===== config.mk =====
export PLATFORM = sky130hd
export DESIGN_NAME = steer_arb4
export DESIGN_NICKNAME = d
export VERILOG_FILES = /design/src/rtl/steer_pkg.sv /design/src/rtl/steer_arb4_rr_pick4.sv /design/src/rtl/steer_arb4.sv
export SDC_FILE = /design/constraint.sdc
export NUM_CORES = 1
export LEC_CHECK = 0
export ABC_AREA = 1
export ABC_CLOCK_PERIOD_IN_PS = 2100
export CAP_MARGIN = 30
export CORE_MARGIN = 10
export CORE_UTILIZATION = 45
export DETAILED_ROUTE_END_ITERATION = 8
export GPL_TIMING_DRIVEN = 0
export PLACE_DENSITY_LB_ADDON = 0.25
export REMOVE_ABC_BUFFERS = 1
export SLEW_MARGIN = 20
export SYNTH_ARGS = -nofsm -noshare
export SYNTH_HDL_FRONTEND = slang
export SYNTH_SLANG_ARGS = --single-unit

===== constraint.sdc =====
create_clock -name clk -period 2.1 [get_ports clk]
set_input_delay 0.63 -clock clk [delete_from_list [all_inputs] [get_ports clk]]
set_output_delay 0.63 -clock clk [all_outputs]
set_load 0.005 [all_outputs]

===== src/rtl/steer_pkg.sv =====
// Shared types and constants for the four-destination steering arbiter.
package steer_pkg;

  localparam int NDST = 4;

  typedef enum logic [1:0] {
    IDLE  = 2'd0,
    STEER = 2'd1,
    ACK   = 2'd2,
    DRAIN = 2'd3
  } state_t;

  localparam logic [NDST-1:0] STEER_NULL = 4'b0000;
  localparam logic [NDST-1:0] STEER_S    = 4'b0001;
  localparam logic [NDST-1:0] STEER_T    = 4'b0010;
  localparam logic [NDST-1:0] STEER_U    = 4'b0100;
  localparam logic [NDST-1:0] STEER_V    = 4'b1000;

  function automatic logic [NDST-1:0] onehot(input logic [1:0] idx);
    case (idx)
      2'd0:    onehot = STEER_S;
      2'd1:    onehot = STEER_T;
      2'd2:    onehot = STEER_U;
      default: onehot = STEER_V;
    endcase
  endfunction

endpackage


===== src/rtl/steer_arb4_rr_pick4.sv =====
// Rotating-priority pick over four destinations, starting at ptr; purely combinational.
module rr_pick4
  import steer_pkg::*;
(
  input  logic [1:0]      ptr,
  input  logic [NDST-1:0] mask,
  input  logic [NDST-1:0] rdy,
  input  logic            mode,
  output logic [1:0]      sel,
  output logic            valid
);

  logic [1:0] w_idx;
  logic       w_found_m;
  logic       w_found_r;

  // The first masked slot is always the candidate; mode 1 moves on to the first ready one.
  always_comb begin
    sel       = ptr;
    valid     = 1'b0;
    w_idx     = ptr;
    w_found_m = 1'b0;
    w_found_r = 1'b0;
    for (int k = 0; k < NDST; k++) begin
      w_idx = ptr + 2'(k);
      if (mask[w_idx]) begin
        if (!w_found_m) begin
          w_found_m = 1'b1;
          sel       = w_idx;
          valid     = rdy[w_idx];
        end
        if (mode && rdy[w_idx] && !w_found_r) begin
          w_found_r = 1'b1;
          sel       = w_idx;
          valid     = 1'b1;
        end
      end
    end
  end

endmodule


===== src/rtl/steer_arb4.sv =====
// Four-phase steering arbiter: routes complete input words to one of four
// destination buffers in rotating order and acknowledges the input side.
//
//   state | meaning
//   IDLE  | choosing next destination, waiting for a complete input word
//   STEER | word steered to cur_dst, waiting for that buffer to complete
//   ACK   | steer_done raised, waiting for the input NULL wavefront
//   DRAIN | steer released, waiting for the destination buffer to go NULL
module steer_arb4
  import steer_pkg::*;
(
  input  logic            clk,
  input  logic            init_n,
  input  logic            in_comp,
  input  logic [NDST-1:0] dst_rdy,
  input  logic [NDST-1:0] dst_comp,
  input  logic [NDST-1:0] dst_mask,
  input  logic            mode,
  output logic [NDST-1:0] steer,
  output logic            steer_done,
  output logic [1:0]      cur_dst,
  output logic            busy,
  output logic [15:0]     word_cnt,
  output logic            err
);

  state_t          r_state, w_state_nxt;
  logic [1:0]      r_ptr, w_ptr_nxt;
  logic [1:0]      r_cur, w_cur_nxt;
  logic [NDST-1:0] r_steer, w_steer_nxt;
  logic            r_done, w_done_nxt;
  logic            r_busy, w_busy_nxt;
  logic            r_err, w_err_nxt;
  logic [15:0]     r_word_cnt, w_cnt_nxt;
  logic [1:0]      w_sel;
  logic            w_valid;
  logic [NDST-1:0] w_other;

  rr_pick4 u_pick (
    .ptr   (r_ptr),
    .mask  (dst_mask),
    .rdy   (dst_rdy),
    .mode  (mode),
    .sel   (w_sel),
    .valid (w_valid)
  );

  always_ff @(posedge clk or negedge init_n) begin
    if (!init_n) begin
      r_state    <= IDLE;
      r_ptr      <= 2'd0;
      r_cur      <= 2'd0;
      r_steer    <= STEER_NULL;
      r_done     <= 1'b0;
      r_busy     <= 1'b0;
      r_err      <= 1'b0;
      r_word_cnt <= 16'd0;
    end else begin
      r_state    <= w_state_nxt;
      r_ptr      <= w_ptr_nxt;
      r_cur      <= w_cur_nxt;
      r_steer    <= w_steer_nxt;
      r_done     <= w_done_nxt;
      r_busy     <= w_busy_nxt;
      r_err      <= w_err_nxt;
      r_word_cnt <= w_cnt_nxt;
    end
  end

  always_comb begin
    w_state_nxt = r_state;
    w_ptr_nxt   = r_ptr;
    w_cur_nxt   = r_cur;
    w_steer_nxt = r_steer;
    w_done_nxt  = r_done;
    w_err_nxt   = r_err;
    w_cnt_nxt   = r_word_cnt;
    w_other     = dst_comp & ~onehot(r_cur);
    case (r_state)
      IDLE: begin
        // Mask/mode are only sampled here, so mid-word changes cannot redirect a word.
        w_cur_nxt = w_sel;
        if (in_comp && w_valid) begin
          w_state_nxt = STEER;
          w_steer_nxt = onehot(w_sel);
        end
      end
      STEER: begin
        if (|w_other) w_err_nxt = 1'b1;
        if (!in_comp) begin
          w_err_nxt = 1'b1;
        end else if (dst_comp[r_cur]) begin
          w_state_nxt = ACK;
          w_done_nxt  = 1'b1;
        end
      end
      ACK: begin
        if (|w_other) w_err_nxt = 1'b1;
        if (!in_comp) begin
          w_state_nxt = DRAIN;
          w_steer_nxt = STEER_NULL;
        end
      end
      DRAIN: begin
        if (!dst_comp[r_cur]) begin
          w_state_nxt = IDLE;
          w_done_nxt  = 1'b0;
          w_ptr_nxt   = r_cur + 2'd1;
          w_cnt_nxt   = r_word_cnt + 16'd1;
        end
      end
      default: begin
        w_state_nxt = IDLE;
        w_steer_nxt = STEER_NULL;
        w_done_nxt  = 1'b0;
      end
    endcase
    w_busy_nxt = (w_state_nxt != IDLE);
  end

  assign steer      = r_steer;
  assign steer_done = r_done;
  assign cur_dst    = r_cur;
  assign busy       = r_busy;
  assign word_cnt   = r_word_cnt;
  assign err        = r_err;

endmodule


* Word level (Yosys, flattened, before mapping)
Index checks and enable logic that the tools add are counted.
Word-level totals: memories 0, bits in latches 0, output and inout port bits 25, memory bits (writable) 0, logic and storage cells 120, ROM bits 0, bits in registers 29
Cells by class: $lt $le $gt $ge 5, bitwise gates (word level) 3, $add $sub $neg 5, equal/unequal tests 12, divide/modulo/power cells 0, $mul 0, mux-type cells 65, reductions and logical operators 22, shifts and indexed selects 0
Operator list (number):
- 2-to-1 mux 1 bit | 34
- 2-to-1 mux 2 bit | 14
- one-hot mux 4 bit (3 select lines) | 2
- binary-select mux 1 bit (select 2 bit) | 9
- adder 16 x 1 -> 16 bit (second input constant) | 1
- < comparator 2 x 3 -> 1 bit (second input constant) | 5
- inequality test 2 bit (second input constant) | 5
- == test 2 bit (second input constant) | 4
- logical AND 1 bit | 8
- 2-to-1 mux 4 bit | 2
- one-hot mux 2 bit (4 select lines) | 1
- one-hot mux 4 bit (2 select lines) | 1
- nonzero test 2 bit | 4
- == test 2 x 1 -> 1 bit (second input constant) | 3
- logical NOT 2 bit | 3
- adder 2 x 1 -> 2 bit (second input constant) | 2
- adder 2 bit (second input constant) | 2
- AND 4 bit | 1
- NOT 4 bit | 1
- one-hot mux 1 bit (2 select lines) | 2
- AND reduction 4 bit | 1
- OR reduction 4 bit | 1
- logical NOT 1 bit | 3
- AND reduction 3 bit | 1
- other kinds (2) | 2

* Longest topological paths before layout
Gate-level depths: netlist (run 1).
word-level depth 21, mapped depth 19

* By module
Synthesis (run 1) repeated with hierarchy kept, for this count alone.
Unflattened totals: cell total of the unflattened synthesis 302, area, all modules 2229.6 µm²
By module, submodules not included:
- steer_arb4 | cells each 181, seq. area each 725.7 µm², area an instance 1582.8 µm², times used 1
- rr_pick4 | cells each 121, seq. area each 0.0 µm², area an instance 646.9 µm², times used 1

* Worst setup path after synthesis (run 1)
OpenSTA, ideal clock, no wires.
path kind in2reg, start point input port dst_comp[3], end point register r_word_cnt[15] (netlist: word_cnt[15]), arrival 1815 ps, buffers on the path 0, cell stages on the path 9, setup slack 162 ps, path through a21oi_1 -> o21ai_0 -> nand2_1 -> nand4_1 -> nor3_1 -> nand3_1 -> nor2_1 -> nand2_1 -> xnor2_1
Between the ends: word-level cells in the longest chain between the ends 4
Ends and longest elaborated chain:
- start: declaration | RTL line steer_arb4.sv:16 | input logic [NDST-1:0] dst_comp,
- binary-select mux 1 bit (select 2 bit) | RTL line steer_arb4.sv:105 | if (!dst_comp[r_cur]) begin
- 2-to-1 mux 1 bit (not written as such) | RTL line steer_arb4.sv:105
- NOT 1 bit (no source line)
- AND reduction 2 bit (no source line)
- end signal: assignment | RTL line steer_arb4.sv:66 | r_word_cnt <= w_cnt_nxt;
- end: declaration | RTL line steer_arb4.sv:34 | logic [15:0] r_word_cnt, w_cnt_nxt;
Every way passes these cells. The select of a mux whose other input is x is not followed. A chain may end at the register's enable or synchronous reset.

* Worst setup path after layout (run 1)
start point register r_cur[1] (netlist: cur_dst[1]), end point register r_busy (netlist: busy)
Between the ends: word-level cells in the longest chain between the ends 6, elaborated cells between the ends (all ways) 7, classes of those cells mux (6); reduce/logical (1)
Ends and longest elaborated chain:
- start: declaration | RTL line steer_arb4.sv:29 | logic [1:0] r_cur, w_cur_nxt;
- start signal: assignment | RTL line steer_arb4.sv:61 | r_cur <= w_cur_nxt;
- binary-select mux 1 bit (select 2 bit) (*) | RTL line steer_arb4.sv:92, steer_arb4.sv:105
- 2-to-1 mux 1 bit (not written as such) (*) | RTL line steer_arb4.sv:92, steer_arb4.sv:105
- 2-to-1 mux 2 bit | RTL line steer_arb4.sv:92 | end else if (dst_comp[r_cur]) begin
- 2-to-1 mux 2 bit | RTL line steer_arb4.sv:90 | if (!in_comp) begin
- one-hot mux 2 bit (4 select lines) (*) | RTL line steer_arb4.sv:79 | case (r_state)
- nonzero test 2 bit (*) | RTL line steer_arb4.sv:118 | w_busy_nxt = (w_state_nxt != IDLE);
- net w_busy_nxt | RTL line steer_arb4.sv:32 | logic r_busy, w_busy_nxt;
- end signal: assignment | RTL line steer_arb4.sv:64 | r_busy <= w_busy_nxt;
- end: declaration | RTL line steer_arb4.sv:32
Mark *: on every way through the listed nets, which the timed path passes. The rest lies on a longest branch. The select of a mux whose other input is x is not followed.

==> flow_summary.ini, run 1 <==
[outcome]
outcome = complete, no violations

[timing]
hold_violations = 0
fin_skew_ns = 0.00291
fmax_mhz = 491
setup_slack_ns = 0.0635
worst_slew_pin_slew_ns = 0.641
fin_worst_hold_slack_ns = 0.363
post-route-min-period_ns = 2.04
report.final.slew_viol_count = 0
rsz0062_at_grt = yes
setup_viol = 0
post-route-period-util = 0.970
relSlewSlack = 0.572

[synth]
synth_area_sq_um = 2060
ys_top_cells_by_area = dfrtp_1, nand2_1, inv_1, ha_1, nand2_2
synth_top_cell_area_share = 0.352
ys_ff_latch = 29
ys_seq_area_frac = 0.352
synth_area_leader_cell = dfrtp_1
yosysWarnings = 0
synthDistinctLibCells = 29
netlist_instances = 288
synth_area_per_cell_sq_um = 7.17

[worst_setup_path]
cp-start-kind = flip-flop
crit_arrival_ns = 2.21
worstSetupEndpointType = flip-flop
r2r_cells = 13
crit_required_ns = 2.28
critPathMaxFanout = 6
crit_type = flip-flop to flip-flop
reg2reg_to = busy
worstReg2RegStart = cur_dst[1]
reg2reg_slack_ns = 0.06

[place]
hpwlAfterDp_mm = 3.67
pre_cts_ws_ns = -0.606
gp_congestion = 0.843
io_buffers = 40

[grt]
antenna_found_initial = 0
globalRouteOverflowTotal = 0
grt.total_usage = 0.141
grt_pass1_wl_mm = 8.86
grt_max_degree = 30
first_global_vias = 2035

[flow_run]
cap_violations = 0

[clocking]
hold_buffers = 0
cts.sinks = 29
root_buffer = clkbuf_8
clk_pin_slew_ns = 0.06
htree_levels = 2
cts.path.max_buffers = 2
cts_tree = built
numCtsBuffers = 5
clock_latency_ns = 0.29

[worst_hold_path]
hp-class = primary input to async pin

[die]
die_h_um = 87.7
placementRows = 24
coreArea_sq_um = 4380
initial_core_util = 0.471
dieArea_sq_um = 7700
die_width_um = 87.7
io_pins = 41

[layout]
regArea_sq_um = 731
n_antenna_cell = 0
final_cell_mix = nand2_1, inv_1, nand2_2, clkdlybuf4s50_1, buf_4
final_common_cell = nand2_1
finish.net_count = 386
layout-area-overhead-vs-synth_pct = 43.5
drive_gt1_frac = 0.302
multi_input_area_sq_um = 1300
fill_cells = 351

[power]
p_per_area_nw_per_um2 = 1370
leakage_uw = 0.00156
peakVddDrop_v = 0.000688

[routing]
vias = 2087
postRouteAntennaNets = 0
wl_per_cell_um = 13.3
vias_per_cell = 5.05
drtPass1Iterations = 4
wl_mm = 5.51
drc = 0
first_iter_violations = 77
## synth_stat cells (all sizes together)
master / count
nor2b: 1
mux2: 1
xnor2: 6
nand2: 111
nor3: 3
inv: 40
xor2: 8
nand3: 24
o31ai: 1
o21ai: 12
o22ai: 3
nor4: 1
nand4: 3
buf: 3
a31oi: 1
nor2: 20
dfrtp: 29
a21oi: 10
ha: 10
a32oi: 1
## report_power, final
part / internal (uW) / leakage (uW) / switching, uW
logic: 1170 / 0.00116 / 1550
clock network: 228 / 0.0000439 / 218
registers: 707 / 0.000360 / 175
total: 2110 / 0.00156 / 1950
## critical path, cell delays in order, from the launching register on
cell and delay, ns:
dfrtp_2 0.42, inv_1 0.11, a21oi_2 0.16, o21ai_4 0.09
buf_4 0.14, buf_4 0.12, buf_4 0.12, buf_4 0.12
nand3_2 0.06, nor2_1 0.05, o22ai_1 0.18, a21oi_1 0.11
a31oi_2 0.17, nand2_1 0.07
## worst max path at each step
stage | slack (ns) | endpoint | start | cells after the start
after floorplan | 0.16 | steer[1] | r_ptr[0] | 17
after global placement | -0.56 | word_cnt[15] | dst_comp[3] | 10
after detailed placement | -0.61 | word_cnt[15] | dst_comp[3] | 10
after CTS | 0.003 | steer[1] | dst_mask[2] | 17
after global routing | -0.03 | word_cnt[13] | cur_dst[0] | 9
final | 0.06 | busy | cur_dst[1] | 13
## per-stage QoR
stage	setup TNS (ns)	std cells	cell area, sq um	total power [uW]	utilization
3_3_place_gp	-9.00	377	2500	2870	0.571
5_1_grt	-0.107	413	2960	4430	0.676
4_1_cts	0	404	2800	3680	0.638
3_5_place_dp	-7.17	377	2500	2910	0.570
2_1_floorplan	0	285	2040	2350	-
6_report	0	413	2960	4050	0.676
## per-layer routing
metal,routed length [um],share of wire,GRT usage
met1,2200,0.40,0.143
met2,2860,0.52,0.249
met3,320,0.058,0.0548
met4,119,0.022,0.0667
met5,0,0,0
## final cells by class
class	instances	share of cell area
inverter	40	0.0524
clock buffer	5	0.0232
sequential	29	0.247
timing repair buffer	68	0.210
multi-input combinational	216	0.439
tap	52	0.0220
clock inverter	3	0.00591
## state kept, by name, summed over array words and instances (netlist names)
| signal | count |
|---|---|
| err | 1 |
| steer | 4 |
| cur_dst | 2 |
| busy | 1 |
| r_state | 2 |
| steer_done | 1 |
| word_cnt | 16 |
| r_ptr | 2 |
## what timing repair did
item	CTS	global route
gates resized for setup	24	40
hold endpoints to repair	0	0
gates cloned	0	0
setup endpoints to repair	16	15
pin swaps	12	25
buffers inserted	19	9
## kinds of logic after synthesis
family / Yosys count / share of synthesized area
AND/OR/NAND/NOR: 163 / 0.361
buffers and inverters: 43 / 0.0867
flip-flops: 29 / 0.352
AO/OA/AOI/OAI: 28 / 0.0752
XOR/XNOR: 14 / 0.0594
adder cells (fa/ha/maj): 10 / 0.0606
multiplexers: 1 / 0.00545
No activity file was read; power rests on OpenSTA's default activity.
==> inputs of run 2 (changes only) <==
--- a/config.mk
+++ b/config.mk
@@ -7,13 +7,14 @@
 export LEC_CHECK = 0
 export ABC_AREA = 1
 export ABC_CLOCK_PERIOD_IN_PS = 2100
-export CAP_MARGIN = 30
-export CORE_MARGIN = 10
+export CAP_MARGIN = 20
+export CORE_MARGIN = 2
 export CORE_UTILIZATION = 45
 export DETAILED_ROUTE_END_ITERATION = 8
 export GPL_TIMING_DRIVEN = 0
 export PLACE_DENSITY_LB_ADDON = 0.25
 export REMOVE_ABC_BUFFERS = 1
+export SETUP_SLACK_MARGIN = 0.02
 export SLEW_MARGIN = 20
 export SYNTH_ARGS = -nofsm -noshare
 export SYNTH_HDL_FRONTEND = slang
==> flow_summary.ini, run 2 (same netlist as run 1, synthesis figures left out) <==
[worst_hold_path]
hp-class = primary input to async pin

[routing]
wl_mm = 5.00
drtPass1Iterations = 4
vias_per_cell = 4.86
vias = 2018
wl_per_cell_um = 12.1
drc = 0
postRouteAntennaNets = 0
first_iter_violations = 88

[timing]
setup_slack_ns = 0.150
relSlewSlack = 0.579
rsz0062_at_grt = yes
setup_viol = 0
worst_slew_pin_slew_ns = 0.631
post-route-period-util = 0.929
fmax_mhz = 513
fin_setup_tns_ns = 0
report.final.slew_viol_count = 0
fin_skew_ns = 0.00718
fin_worst_hold_slack_ns = 0.356
hold_violations = 0
post-route-min-period_ns = 1.95

[die]
dieArea_sq_um = 5150
io_pins = 41
placementRows = 24
coreArea_sq_um = 4380
initial_core_util = 0.471
die_h_um = 71.7
die_width_um = 71.7

[clocking]
clock_latency_ns = 0.29
clk_pin_slew_ns = 0.07
cts.sinks = 29
numCtsBuffers = 5
cts_tree = built
htree_levels = 2
cts.path.max_buffers = 2
root_buffer = clkbuf_8

[grt]
globalRouteOverflowTotal = 0
grt_max_degree = 30
grt_pass1_wl_mm = 8.27
grt.total_usage = 0.203
antenna_found_initial = 0
first_global_vias = 1916

[worst_setup_path]
crit_arrival_ns = 2.17
crit_required_ns = 2.32
crit_top_cell = nand2_2
r2r_cells = 16
cp_cell_sequence = clkinv_4 -> nand2_1 -> nand2_2 -> nand2_2 -> nand2_4 -> inv_2 -> nand2_2 -> nor2_4 -> inv_2 -> nand2_2 -> nand2_4 -> nand3_2 -> nand2_4 -> a21oi_2 -> nand3_1 -> nand2_1
reg2reg_to = steer[0]
worstReg2RegStart = r_ptr[0]
cpMaxStageDelayCell = dfrtp_2
worstSetupEndpointType = flip-flop
critPathMaxFanout = 13
cpPeakStageDelay_ns = 0.45
crit_type = flip-flop to flip-flop
reg2reg_slack_ns = 0.15
cp-start-kind = flip-flop

[place]
pre_cts_ws_ns = -0.582
gp_congestion = 0.792
placed_cell_area_sq_um = 2500
hpwlAfterDp_mm = 3.32
io_buffers = 40

[layout]
finish.net_count = 388
drive_gt1_frac = 0.289
largest_register_ff_count = 16
final_cell_mix = nand2_1, inv_1, buf_4, clkdlybuf4s50_1, nand2_2
fin_area_sq_um = 2930
fill_cells = 373
layout-area-overhead-vs-synth_pct = 41.9
n_antenna_cell = 0
final_core_util = 0.668
final_common_cell = nand2_1

[flow_run]
cap_violations = 0

[power]
leakage_uw = 0.00156
p_per_area_nw_per_um2 = 1350
peakVddDrop_v = 0.000713

[outcome]
outcome = complete, no violations
==> run 2: cell count changes in the layout (fill, tap and decap cells not counted), sizes merged <==
cell          before  now
buf               29   31
clkinv             2    3
dlygate4sd2        2    4
dlymetal6s2s       8    6
inv               40   39
==> run 2: metrics by stage <==
step,power [uW],instances
3_3_place_gp,2860,377
2_1_floorplan,2350,285
3_5_place_dp,2900,377
4_1_cts,3620,399
6_report,3950,415
5_1_grt,4300,415
==> run 2: worst max path at each step <==
| stage | startpoint | endpoint | slack (ns) | cells past startpoint |
|---|---|---|---|---|
| after floorplan | r_ptr[0] | steer[1] | 0.16 | 17 |
| final | r_ptr[0] | steer[0] | 0.15 | 16 |
| after CTS | dst_comp[2] | word_cnt[5] | 0.01 | 11 |
| after global placement | dst_comp[3] | word_cnt[15] | -0.56 | 10 |
| after global routing | r_ptr[0] | steer[2] | -0.01 | 18 |
| after detailed placement | dst_comp[3] | word_cnt[15] | -0.58 | 10 |
==> run 2: metal layers <==
metal	global-route usage	wire length, um	up-vias
met3	0.0380	155	10
met1	0.255	2260	926
met4	0.0755	97	0
li1	-	-	1052
met2	0.346	2490	30
met5	0	0	-
==> run 2: timing repair <==
item                       CTS  global route
pin swaps                   12            10
gates resized for setup     30            28
setup endpoints to repair   16            13
hold buffers                 0             0
setup buffers               14            16
==> run 2: area by class of cell <==
| type | instances | area, sq um | share of cell area |
|---|---|---|---|
| well taps | 52 | 65.1 | 0.0222 |
| flip-flops and latches | 29 | 731 | 0.249 |
| multi-input cells | 216 | 1270 | 0.433 |
| clock inverters | 3 | 17.5 | 0.00598 |
| clock buffers | 5 | 68.8 | 0.0235 |
| repair buffers | 70 | 621 | 0.212 |
| inverters | 40 | 158 | 0.0538 |
==> run 2: worst max-delay path, delay by kind of cell (launching register included) <==
kind / cells / cell delay (ns)
buffers and inverters: 3 / 0.25
and+or+nand+nor: 12 / 1.02
AOI/OAI and AO/OA: 1 / 0.17
DFF: 1 / 0.45
==> run 2: power by group <==
| group | internal, uW | switching [uW] | total [uW] |
|---|---|---|---|
| clock | 228 | 219 | 447 |
| sequential | 707 | 151 | 858 |
| combinational | 1130 | 1510 | 2640 |
| total | 2070 | 1880 | 3950 |
